`config.mk`:
```
export PLATFORM = sky130hd
export DESIGN_NAME = pdp8_mem_arbiter
export DESIGN_NICKNAME = d
export VERILOG_FILES = /design/src/rtl/pdp8_mem_arbiter.sv
export SDC_FILE = /design/constraint.sdc
export NUM_CORES = 1
export LEC_CHECK = 0
export ABC_AREA = 1
export CORE_ASPECT_RATIO = 1.75
export CORE_MARGIN = 3
export CORE_UTILIZATION = 42
export DETAILED_ROUTE_END_ITERATION = 8
export GPL_ROUTABILITY_DRIVEN = 1
export GPL_TIMING_DRIVEN = 0
export PLACE_DENSITY = 0.79
export SETUP_SLACK_MARGIN = 0.3
export SYNTH_ARGS = -nofsm -noshare
export SYNTH_HDL_FRONTEND = slang
export SYNTH_SLANG_ARGS = --single-unit
export TNS_END_PERCENT = 5
```
`constraint.sdc`:
```
create_clock -name clk -period 1.8 [get_ports clk]
set_clock_uncertainty 0.15 [all_clocks]
set_input_delay 0.18 -clock clk [delete_from_list [all_inputs] [get_ports clk]]
set_output_delay 0.18 -clock clk [all_outputs]
set_load 0.02 [all_outputs]
```
`src/rtl/pdp8_mem_arbiter.sv`:
```
// pdp8_mem_arbiter
// Shares the single memory port between the IFU fetch read, the EXEC operand
// read and the EXEC write. One transaction is in flight at a time: the
// winner's address/data are latched at grant, the memory strobe is driven for
// exactly one cycle, and read data or write completion is returned as a
// one-cycle pulse to the owning requester. Every output is a register.

module pdp8_mem_arbiter #(
   parameter int ADDR_WIDTH = 12,
   parameter int DATA_WIDTH = 12,
   parameter int RD_LATENCY = 1
) (
   input  logic                  clk,
   input  logic                  reset,

   input  logic                  ifu_rd_req,
   input  logic [ADDR_WIDTH-1:0] ifu_rd_addr,
   output logic [DATA_WIDTH-1:0] ifu_rd_data,
   output logic                  ifu_rd_valid,

   input  logic                  exec_rd_req,
   input  logic [ADDR_WIDTH-1:0] exec_rd_addr,
   output logic [DATA_WIDTH-1:0] exec_rd_data,
   output logic                  exec_rd_valid,

   input  logic                  exec_wr_req,
   input  logic [ADDR_WIDTH-1:0] exec_wr_addr,
   input  logic [DATA_WIDTH-1:0] exec_wr_data,
   output logic                  exec_wr_done,

   output logic                  mem_rd_req,
   output logic [ADDR_WIDTH-1:0] mem_rd_addr,
   input  logic [DATA_WIDTH-1:0] mem_rd_data,

   output logic                  mem_wr_req,
   output logic [ADDR_WIDTH-1:0] mem_wr_addr,
   output logic [DATA_WIDTH-1:0] mem_wr_data,

   output logic                  busy
);

   typedef enum logic [2:0] {
      IDLE,
      RD_ISSUE,
      RD_WAIT,
      RD_RESP,
      WR_ISSUE,
      WR_RESP
   } state_t;

   // Identifies one of the two read requesters.
   typedef enum logic {
      OWN_IFU,
      OWN_EXEC
   } owner_t;

   // Value loaded into the latency counter in RD_ISSUE; RD_LATENCY is 1..7.
   localparam logic [2:0] LAT_LOAD = 3'(RD_LATENCY - 1);

   state_t     state;
   owner_t     rd_owner;      // requester that owns the read in flight
   owner_t     last_served;   // last read requester granted (round-robin)
   logic [2:0] lat_cnt;       // cycles left before mem_rd_data is valid

   // One-cycle served-mask: the line just completed is ignored in the first
   // IDLE cycle afterwards so a requester still dropping req is not re-served.
   logic       mask_ifu;
   logic       mask_exec_rd;
   logic       mask_exec_wr;

   logic       ifu_live;
   logic       exec_rd_live;
   logic       exec_wr_live;
   logic       grant_ifu;

   // Masked request lines and the round-robin read choice used by IDLE.
   always_comb begin
      ifu_live     = ifu_rd_req  & ~mask_ifu;
      exec_rd_live = exec_rd_req & ~mask_exec_rd;
      exec_wr_live = exec_wr_req & ~mask_exec_wr;
      // On a read tie the requester that was not served last wins.
      grant_ifu    = ifu_live & (~exec_rd_live | (last_served == OWN_EXEC));
   end

   // Sequencer FSM with all outputs, latches and arbitration state registered.
   always_ff @(posedge clk) begin
      if (reset) begin
         // NOTE: address/data output registers are cleared as well, because
         // every output must read 0 after reset, not just the strobes.
         state         <= IDLE;
         rd_owner      <= OWN_IFU;
         last_served   <= OWN_EXEC;
         lat_cnt       <= '0;
         mask_ifu      <= 1'b0;
         mask_exec_rd  <= 1'b0;
         mask_exec_wr  <= 1'b0;
         ifu_rd_data   <= '0;
         ifu_rd_valid  <= 1'b0;
         exec_rd_data  <= '0;
         exec_rd_valid <= 1'b0;
         exec_wr_done  <= 1'b0;
         mem_rd_req    <= 1'b0;
         mem_rd_addr   <= '0;
         mem_wr_req    <= 1'b0;
         mem_wr_addr   <= '0;
         mem_wr_data   <= '0;
         busy          <= 1'b0;
      end else begin
         // NOTE: non-blocking defaults make every strobe and pulse a single
         // cycle; a state below overrides them only on the cycle it fires.
         mem_rd_req    <= 1'b0;
         mem_wr_req    <= 1'b0;
         ifu_rd_valid  <= 1'b0;
         exec_rd_valid <= 1'b0;
         exec_wr_done  <= 1'b0;

         case (state)
            IDLE: begin
               // The mask only covers the first IDLE cycle after a completion.
               mask_ifu     <= 1'b0;
               mask_exec_rd <= 1'b0;
               mask_exec_wr <= 1'b0;
               if (exec_wr_live) begin
                  // Write has priority, so a same-cycle read sees the new word.
                  mem_wr_req  <= 1'b1;
                  mem_wr_addr <= exec_wr_addr;
                  mem_wr_data <= exec_wr_data;
                  busy        <= 1'b1;
                  state       <= WR_ISSUE;
               end else if (ifu_live | exec_rd_live) begin
                  mem_rd_req  <= 1'b1;
                  mem_rd_addr <= grant_ifu ? ifu_rd_addr : exec_rd_addr;
                  rd_owner    <= grant_ifu ? OWN_IFU : OWN_EXEC;
                  last_served <= grant_ifu ? OWN_IFU : OWN_EXEC;
                  busy        <= 1'b1;
                  state       <= RD_ISSUE;
               end
            end

            RD_ISSUE: begin
               lat_cnt <= LAT_LOAD;
               state   <= RD_WAIT;
            end

            RD_WAIT: begin
               if (lat_cnt == 3'd0) begin
                  // Memory data is valid in this cycle; hand it to the owner.
                  if (rd_owner == OWN_IFU) begin
                     ifu_rd_data  <= mem_rd_data;
                     ifu_rd_valid <= 1'b1;
                  end else begin
                     exec_rd_data  <= mem_rd_data;
                     exec_rd_valid <= 1'b1;
                  end
                  state <= RD_RESP;
               end else begin
                  lat_cnt <= lat_cnt - 3'd1;
               end
            end

            RD_RESP: begin
               mask_ifu     <= (rd_owner == OWN_IFU);
               mask_exec_rd <= (rd_owner == OWN_EXEC);
               busy         <= 1'b0;
               state        <= IDLE;
            end

            WR_ISSUE: begin
               exec_wr_done <= 1'b1;
               state        <= WR_RESP;
            end

            WR_RESP: begin
               mask_exec_wr <= 1'b1;
               busy         <= 1'b0;
               state        <= IDLE;
            end

            default: begin
               busy  <= 1'b0;
               state <= IDLE;
            end
         endcase
      end
   end

endmodule

```
==> After elaboration in Yosys (flattened, before gate mapping) <==
Cells that the tools add are included.
{ "totals": {"ramBits": 0, "latch_bits": 0, "n_memories": 0, "romBits": 0, "output_inout_bits": 66, "register_bits": 77} }
{ "op_classes": {"n_bitwise": 16, "magnitude_cmp": 0, "addsub": 1, "reduce_logical": 16, "n_eq_ne": 8, "mux": 19, "shift": 0, "mul": 0, "n_div": 0} }
{ "op_table": {"columns": ["cell", "count"], "rows": [
  ["12-bit 2-to-1 mux", 1],
  ["3-bit 2-to-1 mux", 4],
  ["3-bit one-hot mux with 4 select lines", 1],
  ["1-bit inverter", 10],
  ["3-bit AND reduction", 3],
  ["3-bit OR reduction", 3],
  ["1-bit 2-to-1 mux", 8],
  ["1-bit one-hot mux with 2 select lines", 4],
  ["2-bit AND reduction", 4],
  ["3-bit by 2-bit == test with 1-bit output (second input constant)", 2],
  ["3-bit == test (second input constant)", 2],
  ["3-bit zero test", 2],
  ["3-bit one-hot mux with 2 select lines", 1],
  ["2-bit nonzero test", 3],
  ["1-bit bitwise AND", 4],
  ["2-bit inequality test (second input constant)", 2],
  ["3-bit by 1-bit == test with 1-bit output (second input constant)", 1],
  ["3-bit inequality test (second input constant)", 1],
  ["3-bit by 1-bit subtractor with 3-bit output (second input constant)", 1],
  ["1-bit bitwise OR", 2],
  ["2-bit OR reduction", 1]
]} }

==> Depth between registers and ports, before layout <==
{ "logic_depth": {"word_depth": 6, "ltp_mapped": 9} }

==> Worst setup path before layout <==
OpenSTA, ideal clock, no wires.
{ "synth_path": {"path_kind": "flip-flop to flip-flop", "start": "register state[0]", "end": "register mem_rd_addr[6]", "setup_slack_ps": 361, "t_required_ps": 1533, "setup_ps": 117, "synth_period_minus_slack_ps": 1439, "arrival_ps": 1172, "stages_incl_launch_ff": 8, "path_cell_list": "dfxtp_1 > nor2_2 > nand2_4 > nor2_8 > buf_6 > o21ai_0 > nor2_1 > nor2_1"} }
{ "synth_via": {"elab_chain_cells": 2} }
{ "synth_lines": {"columns": ["item", "line", "text"], "rows": [
  ["start, declared", "60", "state_t state;"],
  ["start signal, assigned", "90", "state <= IDLE;"],
  ["start signal, assigned", "129", "state <= WR_ISSUE;"],
  ["start signal, assigned", "136", "state <= RD_ISSUE;"],
  ["3-bit zero test", "117", "case (state)"],
  ["3-bit AND reduction (no line)", null, null],
  ["end signal, assigned", "132", "mem_rd_addr <= grant_ifu ? ifu_rd_addr : exec_rd_addr;"],
  ["end, declared", "32", "output logic [ADDR_WIDTH-1:0] mem_rd_addr,"]
]} }
No other way between the ends.
A chain may end at the register's enable or synchronous reset.

==> Final worst setup path <==
{ "layout_path": {"start": "register exec_rd_data[6]", "end": "output port exec_rd_data[6]"} }
{ "layout_lines": {"columns": ["item", "line", "text"], "rows": [
  ["start, declared", "23", "output logic [DATA_WIDTH-1:0] exec_rd_data,"],
  ["start signal, assigned", "152", "exec_rd_data <= mem_rd_data;"]
]} }
No word-level cell between the ends.

==> impl_metrics.xml <==
<?xml version="1.0" encoding="UTF-8"?>
<metrics>
  <group name="run_status">
    <metric name="outcome" unit="">complete, no violations</metric>
  </group>
  <group name="detailed_routing">
    <metric name="vias" unit="">3176</metric>
    <metric name="routed_via_density" unit="">4.83</metric>
    <metric name="postRouteAntennaNets" unit="">0</metric>
    <metric name="route.final.wire_length" unit="µm">9050</metric>
    <metric name="drt_pre_antenna_iters" unit="">4</metric>
    <metric name="dr.first_iter.drc_count" unit="">223</metric>
    <metric name="post_route_drc" unit="">0</metric>
    <metric name="wl_per_cell" unit="µm">13.8</metric>
  </group>
  <group name="worst_setup_path">
    <metric name="cell_with_the_biggest_individual_delay_on_the_critical_path" unit="">sky130_fd_sc_hd__clkdlybuf4s50_1</metric>
    <metric name="cells_traversed_along_the_worst_timing_path" unit="">clkdlybuf4s50_1</metric>
    <metric name="cp.buffers_inverters" unit="">1</metric>
    <metric name="timing.rr.start" unit="">state[0]</metric>
    <metric name="cp_slowest_stage_delay" unit="ns">0.62</metric>
    <metric name="worstPathMaxFanout" unit="">2</metric>
    <metric name="worst-endpoint-arrival" unit="ns">1.31</metric>
    <metric name="critical_path.endpoint_type" unit="">primary output</metric>
    <metric name="start_kind" unit="">flop</metric>
    <metric name="critPathLaunch" unit="">exec_rd_data[6]</metric>
    <metric name="timing.critical_path.max_delay_family" unit="">buffers and inverters</metric>
    <metric name="crit_required" unit="ns">1.47</metric>
    <metric name="timing_worst_setup_path_type" unit="">reg2out</metric>
  </group>
  <group name="power_and_ir_drop">
    <metric name="total_leakage_power" unit="nW">2.16</metric>
    <metric name="share_comb_of_total_power" unit="%">37.2</metric>
    <metric name="flop_pwr_share" unit="%">34.4</metric>
    <metric name="ir_worst_vdd" unit="µV">812</metric>
    <metric name="net-switching-power" unit="mW">2.13</metric>
    <metric name="design_power_total" unit="mW">6.48</metric>
    <metric name="power_frac_clock" unit="%">28.4</metric>
    <metric name="pwrdens" unit="nW/µm²">1290</metric>
    <metric name="cellInternalPower" unit="mW">4.35</metric>
    <metric name="fraction_of_power_spent_switching_nets" unit="%">32.9</metric>
  </group>
  <group name="clocking">
    <metric name="clock_latency" unit="ns">0.33</metric>
    <metric name="postCtsHoldBufs" unit="">0</metric>
    <metric name="path_clk_slew" unit="ns">0.06</metric>
    <metric name="cts_max_level" unit="">3</metric>
    <metric name="clkSinkCount" unit="">77</metric>
    <metric name="clock_tree_from_tritoncts" unit="">yes</metric>
    <metric name="cts_buffers" unit="">9</metric>
    <metric name="cts.root.buffer_cell" unit="">sky130_fd_sc_hd__clkbuf_16</metric>
    <metric name="clock_path_buffers" unit="">2</metric>
  </group>
  <group name="die">
    <metric name="die_outline_area" unit="µm²">8480</metric>
    <metric name="io_pins" unit="">131</metric>
    <metric name="fp.coreArea" unit="µm²">7010</metric>
    <metric name="initial_utilization" unit="%">44.2</metric>
    <metric name="height_of_the_die" unit="µm">120</metric>
    <metric name="fp-row-count" unit="">40</metric>
    <metric name="dieWidth" unit="µm">70.9</metric>
  </group>
  <group name="timing">
    <metric name="setup_violations" unit="">0</metric>
    <metric name="hold_ws" unit="ns">0.287</metric>
    <metric name="finalHoldViolCount" unit="">0</metric>
    <metric name="max-slew-margin-rel" unit="%">67.0</metric>
    <metric name="worst_pin_slew" unit="ns">0.495</metric>
    <metric name="top_achievable_clock_speed" unit="MHz">610</metric>
    <metric name="slew_violations" unit="">0</metric>
    <metric name="final_cycle_utilization_of_the_critical_path" unit="%">91.1</metric>
    <metric name="unrepaired_setup_endpoints_after_global_routing" unit="">yes</metric>
    <metric name="finalCriticalPeriod" unit="ns">1.64</metric>
  </group>
  <group name="place">
    <metric name="post-dp-hpwl" unit="µm">6490</metric>
    <metric name="place.port_buffers" unit="">130</metric>
    <metric name="place.gp.congestion" unit="">0.775</metric>
    <metric name="dp.cells" unit="">630</metric>
  </group>
  <group name="global_routing">
    <metric name="globalRouteTotalUtil" unit="%">21.7</metric>
    <metric name="grt_max_degree" unit="">13</metric>
    <metric name="grt_remaining_overflow" unit="">0</metric>
    <metric name="grt_first_pass_wirelength" unit="µm">14600</metric>
    <metric name="grt_pass1_vias" unit="">3188</metric>
    <metric name="antenna_violations_before_repair" unit="">0</metric>
  </group>
  <group name="synth">
    <metric name="netlist-cell-type-count" unit="">22</metric>
    <metric name="yosys.area.top_type" unit="">sky130_fd_sc_hd__dfxtp_1</metric>
    <metric name="syn_area" unit="µm²">3100</metric>
    <metric name="synthFlopType" unit="">sky130_fd_sc_hd__dfxtp_1</metric>
    <metric name="netlist_instances" unit="">416</metric>
    <metric name="postSynth.asyncResetShare" unit="%">0</metric>
    <metric name="synth-warning-count" unit="">0</metric>
    <metric name="synth.top_cell.area_share" unit="%">49.8</metric>
    <metric name="yosysSeqAreaShare" unit="%">49.8</metric>
    <metric name="synth_fp_nets" unit="">483</metric>
    <metric name="synth_commonest_cells" unit="">sky130_fd_sc_hd__nor2_1, sky130_fd_sc_hd__dfxtp_1, sky130_fd_sc_hd__o21ai_0, sky130_fd_sc_hd__inv_1, sky130_fd_sc_hd__nand2_1</metric>
    <metric name="number_of_synthesized_flops_with_an_enable_pin" unit="">0</metric>
    <metric name="cells_taking_the_most_area_after_synthesis" unit="">sky130_fd_sc_hd__dfxtp_1, sky130_fd_sc_hd__nor2_1, sky130_fd_sc_hd__o21ai_0</metric>
    <metric name="count_leader_synth" unit="">sky130_fd_sc_hd__nor2_1</metric>
    <metric name="synth_area_per_cell" unit="µm²">7.44</metric>
    <metric name="synth-seq-cells" unit="">77</metric>
  </group>
  <group name="final_layout">
    <metric name="antenna_cells_inserted" unit="">0</metric>
    <metric name="utilization" unit="%">71.6</metric>
    <metric name="finish.net_count" unit="">635</metric>
    <metric name="drive_above_1_share" unit="%">12.6</metric>
    <metric name="multi_input_area" unit="µm²">1290</metric>
    <metric name="layoutNonFillerInstCount" unit="">657</metric>
    <metric name="area_delta_synth_final" unit="%">62.0</metric>
    <metric name="nFillCells" unit="">556</metric>
    <metric name="ff_latch_area" unit="µm²">1550</metric>
  </group>
  <group name="hold_path">
    <metric name="hp-start" unit="">exec_wr_data[5]</metric>
    <metric name="holdCritPathClass" unit="">in2reg</metric>
  </group>
  <group name="run">
    <metric name="max_cap_violations" unit="">0</metric>
  </group>
</metrics>
## cells by family (layout without fill, tap and decap cells)
kind of cell               Yosys count  in the layout  share of synthesized area (%)
AOI/OAI and AO/OA                   83             83                           13.8
adders and majority gates            2              2                          0.808
buffers and inverters               68            225                           10.4
DFF                                 77             77                           49.8
and+or+nand+nor                    186            186                           25.1
## state kept, by name (all words and copies together), names as in the netlist, 3 cells and up
register      count
exec_rd_data     12
ifu_rd_data      12
mem_rd_addr      12
mem_wr_addr      12
mem_wr_data      12
lat_cnt           3
state             3
## final timing paths
path / depth (start not counted) / to / slack, ns
max reg2reg: 6 / ifu_rd_data[4] / 0.26
max: 1 / exec_rd_data[6] / 0.16
min: 3 / mem_wr_data[5] / 0.29
min reg2reg: 2 / ifu_rd_data[9] / 0.33
## power groups by stage
stage	Sequential, mW	Combinational [mW]	Clock [mW]
finish	2.23	2.41	1.84
global route	2.27	2.62	1.96
CTS	2.22	2.31	1.87
detailed placement	2.25	2.17	0
global placement	2.23	2.11	0
floorplan	2.56	0.918	0
## per-layer routing
| metal | vias up | wire length, µm | global-route usage (%) |
|---|---|---|---|
| met2 | 112 | 5060 | 40.3 |
| met1 | 1445 | 3220 | 21.8 |
| met5 | - | 0 | 0 |
| met4 | 0 | 247 | 10.1 |
| li1 | 1600 | - | - |
| met3 | 19 | 512 | 5.87 |
## cell type report
class,count,area share (%)
inverters,48,3.64
clock inverters,3,0.849
plain buffers,20,3.14
multi-input cells,271,25.8
well taps,84,2.10
clock buffers,13,5.39
repair buffers,141,28.1
flip-flops and latches,77,30.9
## what timing repair did
action                     CTS  global route
gates cloned                 1             0
setup endpoints to repair  128           130
buffers inserted             5             5
pin swaps                    3             5
resized for setup           22            29
## worst register-to-register path, stage by stage (launching register included)
cell and delay [ns]:
sky130_fd_sc_hd__dfxtp_4 0.37, sky130_fd_sc_hd__nor3_4 0.27, sky130_fd_sc_hd__buf_6 0.14, sky130_fd_sc_hd__nand3_4 0.11, sky130_fd_sc_hd__buf_6 0.16, sky130_fd_sc_hd__o21ai_0 0.17, sky130_fd_sc_hd__nor2_1 0.06
## stage by stage
| stage | area (µm²) | setup TNS (ns) | setup WS [ns] |
|---|---|---|---|
| floorplan | 3100 | 0 | 0.361 |
| global route | 5010 | 0 | 0.137 |
| CTS | 4910 | 0 | 0.162 |
| global placement | 4500 | -7.34 | -0.250 |
| finish | 5010 | 0 | 0.161 |
| detailed placement | 4500 | -8.06 | -0.298 |
## placed cells by master, fill, tap and decap left out, drive strengths merged
| cell type | n |
|---|---|
| dlymetal6s2s | 1 |
| dfxtp | 77 |
| buf | 21 |
| ha | 2 |
| clkdlybuf4s50 | 128 |
| bufinv | 1 |
| inv | 48 |
| nor2 | 152 |
| nand2 | 23 |
| o211ai | 1 |
| clkbuf | 23 |
| a21oi | 5 |
| clkinvlp | 1 |
| clkinv | 1 |
| dlygate4sd2 | 1 |
| nand3 | 6 |
| o21ai | 76 |
| a211oi | 1 |
| nor3 | 5 |
(Power assumes the default switching activity.)
